## src/rtl/dmem_arbiter_pkg.sv

```systemverilog
// ============================================================================
// Module : dmem_arbiter_pkg
// Purpose: Shared definitions for the data-memory arbiter: memory access size
//          codes (identical to those used by data_memory and control) and the
//          arbiter state encoding.
// Ports  : none (package)
// Rev    : 1.0  initial release
// ============================================================================
`default_nettype none

package dmem_arbiter_pkg;

  // Access size codes understood by data_memory.
  localparam logic [1:0] MEM_MODE_BYTE = 2'b00;
  localparam logic [1:0] MEM_MODE_HALF = 2'b01;
  localparam logic [1:0] MEM_MODE_WORD = 2'b10;

  // Arbiter states.
  typedef enum logic [0:0] {
    ST_CORE_OWN  = 1'b0,
    ST_DBG_FORCE = 1'b1
  } arb_state_e;

endpackage : dmem_arbiter_pkg

`default_nettype wire

```

## src/rtl/dmem_arbiter_starvation_counter.sv

```systemverilog
// ============================================================================
// Module : dmem_arbiter_starvation_counter
// Purpose: Saturating wait counter with synchronous clear. Also reports whether
//          the value being loaded on the next edge equals the limit, so the
//          owning FSM can enter its forced state in step with the counter.
// Ports  : clock, reset     - clock, synchronous active-high reset
//          i_inc            - count up (saturates at LIMIT)
//          i_clr            - clear to zero (dominates i_inc)
//          o_count          - current count
//          o_tc_next        - next count value equals LIMIT
// Rev    : 1.0  initial release
// ============================================================================
`default_nettype none

module dmem_arbiter_starvation_counter #(
  parameter int LIMIT = 8,
  parameter int W     = $clog2(LIMIT + 1)
) (
  input  logic         clock,
  input  logic         reset,
  input  logic         i_inc,
  input  logic         i_clr,
  output logic [W-1:0] o_count,
  output logic         o_tc_next
);

  localparam logic [W-1:0] C_LIMIT = W'(LIMIT);
  localparam logic [W-1:0] C_ONE   = W'(1);

  logic [W-1:0] r_count;
  logic [W-1:0] w_count_next;

  always_comb begin
    w_count_next = r_count;
    if (i_clr) begin
      w_count_next = '0;
    end else if (i_inc && (r_count != C_LIMIT)) begin
      w_count_next = r_count + C_ONE;
    end
  end

  always_ff @(posedge clock) begin
    if (reset) begin
      r_count <= '0;
    end else begin
      r_count <= w_count_next;
    end
  end

  assign o_count   = r_count;
  // Reset overrides the next value, so never report a terminal count then.
  assign o_tc_next = !reset && (w_count_next == C_LIMIT);

endmodule : dmem_arbiter_starvation_counter

`default_nettype wire

```

## src/rtl/dmem_arbiter.sv

```systemverilog
// ============================================================================
// Module : dmem_arbiter
// Purpose: Shares the single data_memory port between the core (EX stage) and
//          a debug/loader requester. The core has fixed priority; after
//          STARVE_LIMIT consecutive denied debug cycles the debug side gets
//          one forced grant and the core is stalled for that single cycle.
// Ports  : clock, reset                  - clock, synchronous active-high reset
//          i_core_req/addr/wdata/wren/mode - core access presented in EX
//          o_core_stall                  - core must hold EX and re-present
//          i_dbg_req/addr/wdata/wren     - debug access, held until granted
//          o_dbg_gnt                     - debug access accepted this cycle
//          o_dbg_rvalid, o_dbg_rdata     - debug read return (one cycle later)
//          o_mem_address/data/wren/mode  - data_memory input pins
//          i_mem_q                       - data_memory read data (1-cycle latency)
// Rev    : 1.0  initial release
// ============================================================================
`default_nettype none

module dmem_arbiter
  import dmem_arbiter_pkg::*;
#(
  parameter int XLEN         = 32,
  parameter int STARVE_LIMIT = 8
) (
  input  logic            clock,
  input  logic            reset,
  input  logic            i_core_req,
  input  logic [XLEN-1:0] i_core_addr,
  input  logic [XLEN-1:0] i_core_wdata,
  input  logic            i_core_wren,
  input  logic [1:0]      i_core_mode,
  output logic            o_core_stall,
  input  logic            i_dbg_req,
  input  logic [XLEN-1:0] i_dbg_addr,
  input  logic [XLEN-1:0] i_dbg_wdata,
  input  logic            i_dbg_wren,
  output logic            o_dbg_gnt,
  output logic            o_dbg_rvalid,
  output logic [XLEN-1:0] o_dbg_rdata,
  output logic [XLEN-1:0] o_mem_address,
  output logic [XLEN-1:0] o_mem_data,
  output logic            o_mem_wren,
  output logic [1:0]      o_mem_mode,
  input  logic [XLEN-1:0] i_mem_q
);

  localparam int             CNT_W   = $clog2(STARVE_LIMIT + 1);
  localparam logic [CNT_W-1:0] C_LIMIT = CNT_W'(STARVE_LIMIT);

  arb_state_e       r_state;
  arb_state_e       w_state_next;
  logic [CNT_W-1:0] w_wait_cnt;
  logic             w_tc_next;
  logic             w_forced;
  logic             w_dbg_win;
  logic             w_core_win;
  logic             w_cnt_inc;
  logic             w_cnt_clr;
  logic             r_rd_owner;
  logic [XLEN-1:0]  r_rdata;

  dmem_arbiter_starvation_counter #(
    .LIMIT (STARVE_LIMIT),
    .W     (CNT_W)
  ) u_starve_cnt (
    .clock     (clock),
    .reset     (reset),
    .i_inc     (w_cnt_inc),
    .i_clr     (w_cnt_clr),
    .o_count   (w_wait_cnt),
    .o_tc_next (w_tc_next)
  );

  always_ff @(posedge clock) begin
    if (reset) begin
      r_state <= ST_CORE_OWN;
    end else begin
      r_state <= w_state_next;
    end
  end

  // Next state plus owner selection. No grant is issued while reset is high,
  // so a request held across reset cannot leak an access into memory.
  always_comb begin
    w_state_next = r_state;
    w_forced     = 1'b0;
    w_dbg_win    = 1'b0;
    w_core_win   = 1'b0;

    case (r_state)
      ST_CORE_OWN: begin
        if (w_tc_next) begin
          w_state_next = ST_DBG_FORCE;
        end
      end
      ST_DBG_FORCE: begin
        // Either the forced grant or a dropped request clears the counter,
        // so this state lasts exactly one cycle.
        w_forced     = i_dbg_req && (w_wait_cnt == C_LIMIT);
        w_state_next = ST_CORE_OWN;
      end
      default: begin
        w_state_next = ST_CORE_OWN;
      end
    endcase

    if (!reset) begin
      w_dbg_win  = i_dbg_req && (w_forced || !i_core_req);
      w_core_win = i_core_req && !w_dbg_win;
    end
  end

  assign w_cnt_inc = i_dbg_req && !w_dbg_win;
  assign w_cnt_clr = w_dbg_win || !i_dbg_req;

  // Memory pins: debug accesses are always full words; when idle the core
  // fields pass through but no write is issued.
  assign o_mem_address = w_dbg_win ? i_dbg_addr  : i_core_addr;
  assign o_mem_data    = w_dbg_win ? i_dbg_wdata : i_core_wdata;
  assign o_mem_mode    = w_dbg_win ? MEM_MODE_WORD : i_core_mode;
  assign o_mem_wren    = w_dbg_win ? i_dbg_wren : (w_core_win && i_core_wren);

  assign o_dbg_gnt     = w_dbg_win;
  assign o_core_stall  = w_dbg_win && i_core_req;

  // Read return: the owner bit marks that the q arriving this cycle belongs
  // to the debug side. The value is forwarded in its valid cycle and then
  // held until the next debug read returns.
  always_ff @(posedge clock) begin
    if (reset) begin
      r_rd_owner <= 1'b0;
      r_rdata    <= '0;
    end else begin
      r_rd_owner <= w_dbg_win && !i_dbg_wren;
      if (r_rd_owner) begin
        r_rdata <= i_mem_q;
      end
    end
  end

  // A read granted just before reset must not report valid during reset.
  assign o_dbg_rvalid = r_rd_owner && !reset;
  assign o_dbg_rdata  = reset ? '0 : (r_rd_owner ? i_mem_q : r_rdata);

endmodule : dmem_arbiter

`default_nettype wire

```

## config.mk

```make
export PLATFORM = sky130hd
export DESIGN_NAME = dmem_arbiter
export DESIGN_NICKNAME = d
export VERILOG_FILES = /design/src/rtl/dmem_arbiter_pkg.sv /design/src/rtl/dmem_arbiter_starvation_counter.sv /design/src/rtl/dmem_arbiter.sv
export SDC_FILE = /design/constraint.sdc
export NUM_CORES = 1
export LEC_CHECK = 0
export ABC_AREA = 1
export CORE_AREA = 2 2 106 108
export CTS_CLUSTER_SIZE = 24
export DETAILED_ROUTE_END_ITERATION = 8
export DIE_AREA = 0 0 108 110
export GPL_ROUTABILITY_DRIVEN = 1
export HOLD_SLACK_MARGIN = 0.05
export PLACE_DENSITY = 0.66
export SLEW_MARGIN = 0
export SYNTH_ARGS = -nofsm -noshare
export SYNTH_HDL_FRONTEND = slang
export SYNTH_SLANG_ARGS = --single-unit
export TNS_END_PERCENT = 5
```

## constraint.sdc

```tcl
create_clock -name clock -period 2.2 [get_ports clock]
set_clock_uncertainty 0.2 [all_clocks]
set_input_delay 0.22 -clock clock [delete_from_list [all_inputs] [get_ports clock]]
set_output_delay 0.22 -clock clock [all_outputs]
set_load 0.01 [all_outputs]
```

[Yosys cells after proc, flatten, opt, wreduce, memory -nomap -nowiden]
Cells that the tools add are included.
Storage, ports and cells
  output and inout bits: 102
  register bits after elaboration: 38
  input port bits: 168
Cells by class
  reduce and logical (&&, ||, !) cells: 18
  add/subtract/negate cells: 1
  equality and inequality tests: 3
  mux-type cells: 13
  bitwise logic cells: 1
Operators with widths (number)
  $mux 32: 4
  $logic_and 1x1->1: 10
  $eq 4x4->1 const B: 2
  $mux 4: 2
  $logic_not 1->1: 6
  $mux 1: 5
  $add 4x1->4 const B: 1
  $ne 4x4->1 const B: 1
  $logic_or 1x1->1: 2
  $mux 2: 1
  $pmux 1 s2: 1
  $not 1->1: 1

[Logic depth before layout (Yosys ltp)]
Gate-level depths: netlist of the first run.
  depth after elaboration: 15
  depth in mapped cells: 10
  depth with buffers taken out: 10

[By module]
A second synthesis of the first run with hierarchy kept.
Second synthesis, totals
  cells, all modules: 427
  area, all modules: 2551.2 µm²
Modules (own cells, without submodules)
  dmem_arbiter: cells an instance 386, area an instance 2269.7 µm², times used 1
  dmem_arbiter_starvation_counter: cells an instance 41, area an instance 281.5 µm², times used 1

[Least setup slack after synthesis of the first run]
Ideal clock, no wire load.
  kind: flip-flop to output port
  start point: reg u_starve_cnt.r_count[0] (netlist: u_starve_cnt.o_count[0])
  end point: out o_mem_data[10]
  path buffers: 2
  cell stages (with the launch flop): 10
  path slack: 0.440 ns
  arrival time: 1.340 ns
  data required time: 1.780 ns
  path through: dfxtp_1 > inv_1 > ha_1 > nand4_1 > nand2_1 > nand3_2 > buf_4 > buf_2 > nand2_1 > nand2_1
On the way
  cells in the longest elaborated chain, start to end: 7
RTL lines
  start, declared: RTL line dmem_arbiter_starvation_counter.sv:30  | logic [W-1:0] r_count;
  start signal, assigned: RTL line dmem_arbiter_starvation_counter.sv:46  | r_count <= w_count_next;
  $eq 4x4->1: RTL line dmem_arbiter.sv:99  | w_forced = i_dbg_req && (w_wait_cnt == C_LIMIT);
  $logic_and 1x1->1: RTL line dmem_arbiter.sv:99
  $mux 1: RTL line dmem_arbiter.sv:90  | case (r_state)
  $logic_or 1x1->1: RTL line dmem_arbiter.sv:108  | w_dbg_win = i_dbg_req && (w_forced || !i_core_req);
  $logic_and 1x1->1: RTL line dmem_arbiter.sv:108
  $mux 1: RTL line dmem_arbiter.sv:107  | if (!reset) begin
  $mux 32: RTL line dmem_arbiter.sv:119  | assign o_mem_data = w_dbg_win ? i_dbg_wdata : i_core_wdata;
  end, declared: RTL line dmem_arbiter.sv:41  | output logic [XLEN-1:0] o_mem_data,
Every way passes these cells.

[Worst setup path in the final report of the first run]
  start point: reg u_starve_cnt.r_count[0] (netlist: u_starve_cnt.o_count[0])
  end point: out o_mem_mode[0]
On the way
  cells in the longest elaborated chain, start to end: 7
RTL lines
  $eq 4x4->1: RTL line dmem_arbiter.sv:99
  $logic_and 1x1->1: RTL line dmem_arbiter.sv:99
  $mux 1: RTL line dmem_arbiter.sv:90
  $logic_or 1x1->1: RTL line dmem_arbiter.sv:108
  $logic_and 1x1->1: RTL line dmem_arbiter.sv:108
  $mux 1: RTL line dmem_arbiter.sv:107
  $mux 2: RTL line dmem_arbiter.sv:120  | assign o_mem_mode = w_dbg_win ? MEM_MODE_WORD : i_core_mode;
  end, declared: RTL line dmem_arbiter.sv:43  | output logic [1:0] o_mem_mode,
Every way passes these cells.

==> impl_summary.md, run 1 <==
Logic synthesis
After synthesis, the cell types taking the most area are sky130_fd_sc_hd__nand2_1 34%, sky130_fd_sc_hd__dfxtp_1 34%, sky130_fd_sc_hd__nor2_1 12%. The count of flip-flops with a built-in enable after synthesis is 0. The synthesis warning total is 0. The commonest register cell after synthesis is sky130_fd_sc_hd__dfxtp_1.

Yosys mapped the design onto 18 distinct sky130hd cell types. The largest total area in the synthesized netlist belongs to sky130_fd_sc_hd__nand2_1. The post-synthesis cell area is 0.002232 sq mm. After synthesis the netlist holds a flip-flop and latch count of 38. The number of nets in the synthesized netlist is 567. Synthesis produced a netlist whose cell count is 397. Averaged over all synthesized cells, the footprint is 5.623 sq um. Of the post-synthesis cell area, the dominant cell type holds 0.3447. The share of synthesized registers carrying an async set or reset is 0. The portion of the post-synthesis area used by sequential elements is 0.3408.

Finish
The most common cell after layout, fill and taps aside is sky130_fd_sc_hd__nand2_1. The net count of the finished layout is 862. The ratio of cells with drive above 1 in the final layout is 0.2035. The final antenna diode count is 0. At the end of the flow the core is filled with cells to 0.5074.

In the layout the commonest cells are 191 x sky130_fd_sc_hd__nand2_1, 169 x sky130_fd_sc_hd__clkdlybuf4s50_1, 69 x sky130_fd_sc_hd__nor2_1, 56 x sky130_fd_sc_hd__buf_2, 36 x sky130_fd_sc_hd__dfxtp_1. The area growth from synthesis to layout is 143.2%.

Place
The congestion estimate from routability-driven global placement came to 0.7951. The HPWL after detailed placement is 9229 um. The number of port buffers is 269.

Status
The checks that failed: negative setup slack. The run finished, with violations left.

Route
The detail route stage leaves a number of antenna-violating nets equal to 0. In the routed design, unresolved DRC markers number 0. In the final routed layout, each cell accounts on average for 14.04 um. The number of optimization iterations in the first detailed-route pass is 6. Summing over every cut layer, the via total after detailed routing is 3482. Using the TritonRoute via totals, the vias-per-cell ratio works out to 4.180. The routed wire length is 11690 um. After the first detailed-routing iteration, the DRC count stood at 191.

Critical path
The largest individual stage delay along the critical path comes from the cell sky130_fd_sc_hd__dfxtp_2. The longest individual stage delay on the worst path is 0.32 ns. The worst setup path is of the flip-flop to output port kind. For the worst setup path, the data arrival time is 1.81 ns. The required time at the endpoint of the critical path is 1.78 ns. STA classifies the critical path endpoint as an output port. In this run the worst path has a maximum fanout of 10. The critical path goes through inv_2 > ha_4 > nand4_1 > nand2_2 > nand3_4 > buf_4 > buf_12 > nand2_1 > inv_1 > dlygate4sd2_1. The startpoint class of the critical path is a flip-flop.

Clocking
The number of levels in the clock H-tree is 2. The clock passes through at most 2 buffers. The number of sinks driven by the clock tree is 38. The source-to-sink clock delay at the later pin of the worst-skew pair is 0.28 ns. After clock tree synthesis, the clock-pin slew on the worst setup and hold paths is 0.07 ns.

TritonCTS built the clock tree. The tree is rooted in a sky130_fd_sc_hd__clkbuf_8. Clock tree synthesis inserted a total of 5 buffers.

Power and ir drop
The reported leakage power is 3.044 nW. IR analysis of the VDD net gives a maximum drop of 0.2854 mV. Power spread over the standard cell area amounts to 365.5 mW/mm^2.

Floorplanning
After floorplanning, the core was divided into 38 placement rows. The floorplan step set the die width to 108 um. In this run the count of I/O pins placed on the die edge is 270. Measured along the y axis, the die boundary spans 110 um. The floorplan step defined a die boundary enclosing 0.01188 sq mm. The core region is 0.01070 sq mm. For this configuration, the core starts out at a cell density of 0.2087.

Global route
The pin count of the biggest net entering global routing is 37. For this run, the total global-route usage over all layers was measured as 0.1743. The number of global-route vias before repair is 3260.

The initial antenna violation count is 0. The sum of overflow across all layers after global routing is 0. The first-pass GRT wire length is 16330 um.

STA
The post-route minimum period is 2.231 ns. The worst path setup slack after routing is -0.03124 ns. For this run, the top clock speed supported by timing is 0.4482 GHz. In this run the tightest slew margin relative to its limit is 0.8340. The measured slew at the worst slew-check pin is 0.2464 ns. Of the available clock period, the critical path in the final layout requires 1.014.

The worst hold slack after final layout is 0.3128 ns. Setup violations remaining at the end of the flow were counted as 2. The number of hold violations in the final report is 0. Adding up every negative setup slack in the final design gives -0.03321 ns. The number of max-slew violations in the final report is 0. Setup repair after global routing could not meet its margin everywhere.

Worst hold path
The type of the worst min-delay path is flip-flop to flip-flop.

Flow run
Max-cap violations in this run came to 0.
## per-stage QoR
stage / instance area (sq um) / power (W) / worst slack (ns) / instances
floorplan: 2232 / 0.0009532 / 0.4404 / 397
global placement: 5264 / 0.001534 / -0.1983 / 813
detailed placement: 5264 / 0.001543 / -0.2630 / 813
CTS: 5324 / 0.001996 / -0.1071 / 831
global route: 5428 / 0.002105 / -0.1633 / 833
finish: 5428 / 0.001984 / -0.03124 / 833
## metal layers
layer | up-vias | global-route usage | routed length (um) | part of all wire
met5 | - | 0 | 0 | 0
met4 | 0 | 0.02473 | 42 | 0.0036
met3 | 2 | 0.04527 | 912 | 0.078
met2 | 124 | 0.3226 | 6135 | 0.52
met1 | 1555 | 0.2071 | 4601 | 0.39
li1 | 1801 | - | - | -
## state kept, by name (all words and copies together), names as in the netlist
signal and cells:
r_rdata 32, u_starve_cnt.o_count 4, r_rd_owner 1, r_state 1
## area by class of cell
class,count,area (sq um)
Multi-Input combinational cell,322,1359
Inverter,13,56.30
Timing Repair Buffer,312,2983
Sequential cell,38,763.2
Clock inverter,1,5.005
Fill cell,1101,5270
Tap cell,140,175.2
Clock buffer,7,86.33
## cell usage after synthesis, types with 3 or more instances
cell type / n
sky130_fd_sc_hd__nand2_1: 205
sky130_fd_sc_hd__nor2_1: 69
sky130_fd_sc_hd__dfxtp_1: 38
sky130_fd_sc_hd__o21ai_0: 33
sky130_fd_sc_hd__inv_1: 10
sky130_fd_sc_hd__clkbuf_1: 9
sky130_fd_sc_hd__buf_2: 8
sky130_fd_sc_hd__nand4_1: 5
sky130_fd_sc_hd__buf_1: 3
sky130_fd_sc_hd__buf_4: 3
sky130_fd_sc_hd__inv_2: 3
sky130_fd_sc_hd__nand3_1: 3
## report_power, final
part           total, W  leakage, nW  switching (W)  internal [W]
registers      0.000715        0.310     0.00000537      0.000710
clock network  0.000485       0.0482       0.000233      0.000253
logic          0.000783         2.69       0.000299      0.000484
total           0.00198         3.04       0.000537       0.00145
## logic make-up (layout without fill, tap and decap cells)
| logic type | count (synthesis) | in the layout | share of synthesized area |
|---|---|---|---|
| xor+xnor | 2 | 2 | 0.007849 |
| compound gates | 33 | 33 | 0.07399 |
| fa+ha+maj | 2 | 2 | 0.01121 |
| simple gates | 285 | 285 | 0.4910 |
| flops | 38 | 38 | 0.3408 |
| buf+inv | 37 | 333 | 0.07511 |
## final timing paths
| path | start | endpoint | cells past startpoint | slack (ns) |
|---|---|---|---|---|
| max | u_starve_cnt.o_count[0] | o_mem_mode[0] | 10 | -0.03 |
| min | r_rdata[24] | r_rdata[24] | 2 | 0.31 |
| max reg2reg | u_starve_cnt.o_count[0] | r_state | 10 | 0.58 |
| min reg2reg | r_rdata[24] | r_rdata[24] | 2 | 0.31 |
## repair_timing
| action | in CTS | in global routing |
|---|---|---|
| buffers inserted | 7 | 3 |
| gates cloned | 3 | 1 |
| hold buffers | 0 | 0 |
| gates resized for setup | 309 | 52 |
| setup endpoints to repair | 101 | 91 |
| pin swaps | 4 | 4 |
## critical path, delay by kind of cell (launching register included)
family / cells / cell delay [ns]
adders and majority gates: 1 / 0.13
buffers and inverters: 5 / 0.69
DFF: 1 / 0.32
and+or+nand+nor: 4 / 0.38
No activity file was read; power rests on OpenSTA's default activity.
==> inputs of run 2 (changes only) <==
Settings changed: CTS_CLUSTER_DIAMETER set to 120, SLEW_MARGIN 0 to unset.
==> results of run 2 <==
The final DEF is identical to that of run 1; final timing and power are the same.
==> RTL change: new RTL, settings of run 2 <==
Make the reset (`reset`) asynchronous in 3 clocked blocks. Comments in the files are not updated.
--- a/src/rtl/dmem_arbiter_starvation_counter.sv
+++ b/src/rtl/dmem_arbiter_starvation_counter.sv
@@ -40,5 +40,5 @@
   end
 
-  always_ff @(posedge clock) begin
+  always_ff @(posedge clock or posedge reset) begin
     if (reset) begin
       r_count <= '0;
--- a/src/rtl/dmem_arbiter.sv
+++ b/src/rtl/dmem_arbiter.sv
@@ -72,5 +72,5 @@
   );
 
-  always_ff @(posedge clock) begin
+  always_ff @(posedge clock or posedge reset) begin
     if (reset) begin
       r_state <= ST_CORE_OWN;
@@ -127,5 +127,5 @@
   // to the debug side. The value is forwarded in its valid cycle and then
   // held until the next debug read returns.
-  always_ff @(posedge clock) begin
+  always_ff @(posedge clock or posedge reset) begin
     if (reset) begin
       r_rd_owner <= 1'b0;
Check against the original RTL: same outputs for any inputs over 10 cycles, from zero or initial values and one cycle with reset high; that may be too few to reach the edited logic, so the function may still have changed.
==> RTL change against run 2 <==
The run still ends with setup timing left. Synthesized area is 14% higher. Final area up 8.1%. Worst setup slack worse by 0.088 ns. Critical endpoint is now o_mem_address[4]. Global-route usage grew 1.6 points. Non-clock buffer count did not move. Clock power barely moved. Sequential power up 20%. Power rose by 25%. Routed wire length grew 2.5%. Sequential share of layout area increased by 2.1 points. Die area stayed put. First-iteration DRC count rose by 13%. Sequential cell count unchanged.
==> RTL change: results (changes against run 2) <==
| Metric | Value |
|---|---|
| Status | `finished with violations (unchanged)` |
| Most common library cells after synthesis | `nand2_1, dfrtp_1, a21oi_1, clkbuf_1, inv_1 (was nand2_1, nor2_1, dfxtp_1, o21ai_0, inv_1)` |
| Worst Max-Slew Pin Slew | `0.478 ns (was 0.246 ns)` |
| Final nets | `892 (was 862)` |
| GRT Resource Usage Total | `0.190 (was 0.174)` |
| Vias in the first global route | `3585 (was 3260)` |
| Worst Setup EP | `o_mem_address[4] (was o_mem_mode[0])` |
| Crit path DAT | `1.90 ns (was 1.81 ns)` |
| Routed WL | `12.0 mm (was 11.7 mm)` |
| Compound-Gate Fraction of Synth Area | `0.0649 (was 0.0740)` |
| Clock buf count | `6 (was 7)` |
| Max stage delay on crit path | `0.39 ns (was 0.32 ns)` |
| Final setup vio count | `62 (was 2)` |
| Violated checks | `setup timing (unchanged)` |
| Non-clk buf share | `0.526 (was 0.550)` |
| RR Startpoint | `u_starve_cnt.o_count[0] (unchanged)` |
| Fillers | `1026 (was 1101)` |
| CP Max Fanout | `7 (was 10)` |
| Top post-synthesis cells by area | `nand2_1, dfrtp_1, a21oi_1 (was nand2_1, dfxtp_1, nor2_1)` |
| Largest net degree at the start of global routing | `40 (was 37)` |
| Gpl congestion | `0.827 (was 0.795)` |
| Asr flop ratio synth | `1.00 (was 0)` |
| Leakage | `3.32 nW (was 3.04 nW)` |
| Xor-xnor portion of the synthesized cell area | `0.00689 (was 0.00785)` |
| Placed Cells | `837 (was 813)` |
| Critical R2R Capture | `u_starve_cnt.o_count[0] (was r_state)` |
| Setup WS post-layout | `-0.119 ns (was -0.0312 ns)` |
| HPWL Detailed | `9.52 mm (was 9.23 mm)` |
| Post-synthesis adder-cell area fraction | `0.00984 (was 0.0112)` |
| Vias | `3692 (was 3482)` |
| Inverters | `12 (was 13)` |
| Place WS | `-0.266 ns (was -0.263 ns)` |
| Share of cells above drive strength 1 | `0.214 (was 0.203)` |
RTL change: changes by cell type in the layout (fill, tap and decap cells not counted), moves of 14 or more:
cell and delta:
nand2_1 +80, nor2_1 -62, dfrtp_1 +38, dfxtp_1 -36
a21oi_1 +32, o21ai_0 -32, nand2_2 +14
RTL change: per-layer routing:
layer  global-route usage  share of wire
met1                0.226           0.39
met2                0.353           0.53
met3               0.0382          0.070
met4               0.0467          0.013
met5                    0              0
RTL change: report_power, final:
group / internal (W) / total [W] / switching, W
clock: 0.000252 / 0.000486 / 0.000234
combinational: 0.000651 / 0.00114 / 0.000489
sequential: 0.000822 / 0.000855 / 0.0000330
total: 0.00173 / 0.00248 / 0.000756
RTL change: per-stage QoR:
step	setup TNS [ns]	cell area (um^2)
final	-2.44	5870
after global routing	-10.53	5870
after CTS	-3.95	5790
after detailed placement	-13.34	5520
after global placement	-11.01	5520
after floorplan	-0.0510	2550
RTL change: worst register-to-register path, stage by stage (launching register included):
cell     delay, ns
dfrtp_1       0.39
inv_2         0.09
ha_4          0.14
nand4_1       0.10
nand2_2       0.11
nand3_4       0.13
buf_6         0.16
buf_16        0.15
buf_4         0.14
nand2_1       0.09
nor2_1        0.05
RTL change: worst min path at each step:
stage               cells past startpoint  slack, ns           to         from
global route                            2       0.29  r_rdata[27]  r_rdata[27]
global placement                        2       0.25  r_rdata[30]  r_rdata[30]
finish                                  2       0.27   r_rdata[6]   r_rdata[6]
floorplan                               1       0.09   r_rd_owner   i_dbg_wren
detailed placement                      2       0.25  r_rdata[22]  r_rdata[22]
CTS                                     2       0.27  r_rdata[22]  r_rdata[22]
RTL change: what timing repair did:
action	4_1_cts	5_1_grt
gates resized for setup	327	57
cloned	6	0
setup endpoints to repair	74	96
buffers inserted	13	2
pin swaps	4	12
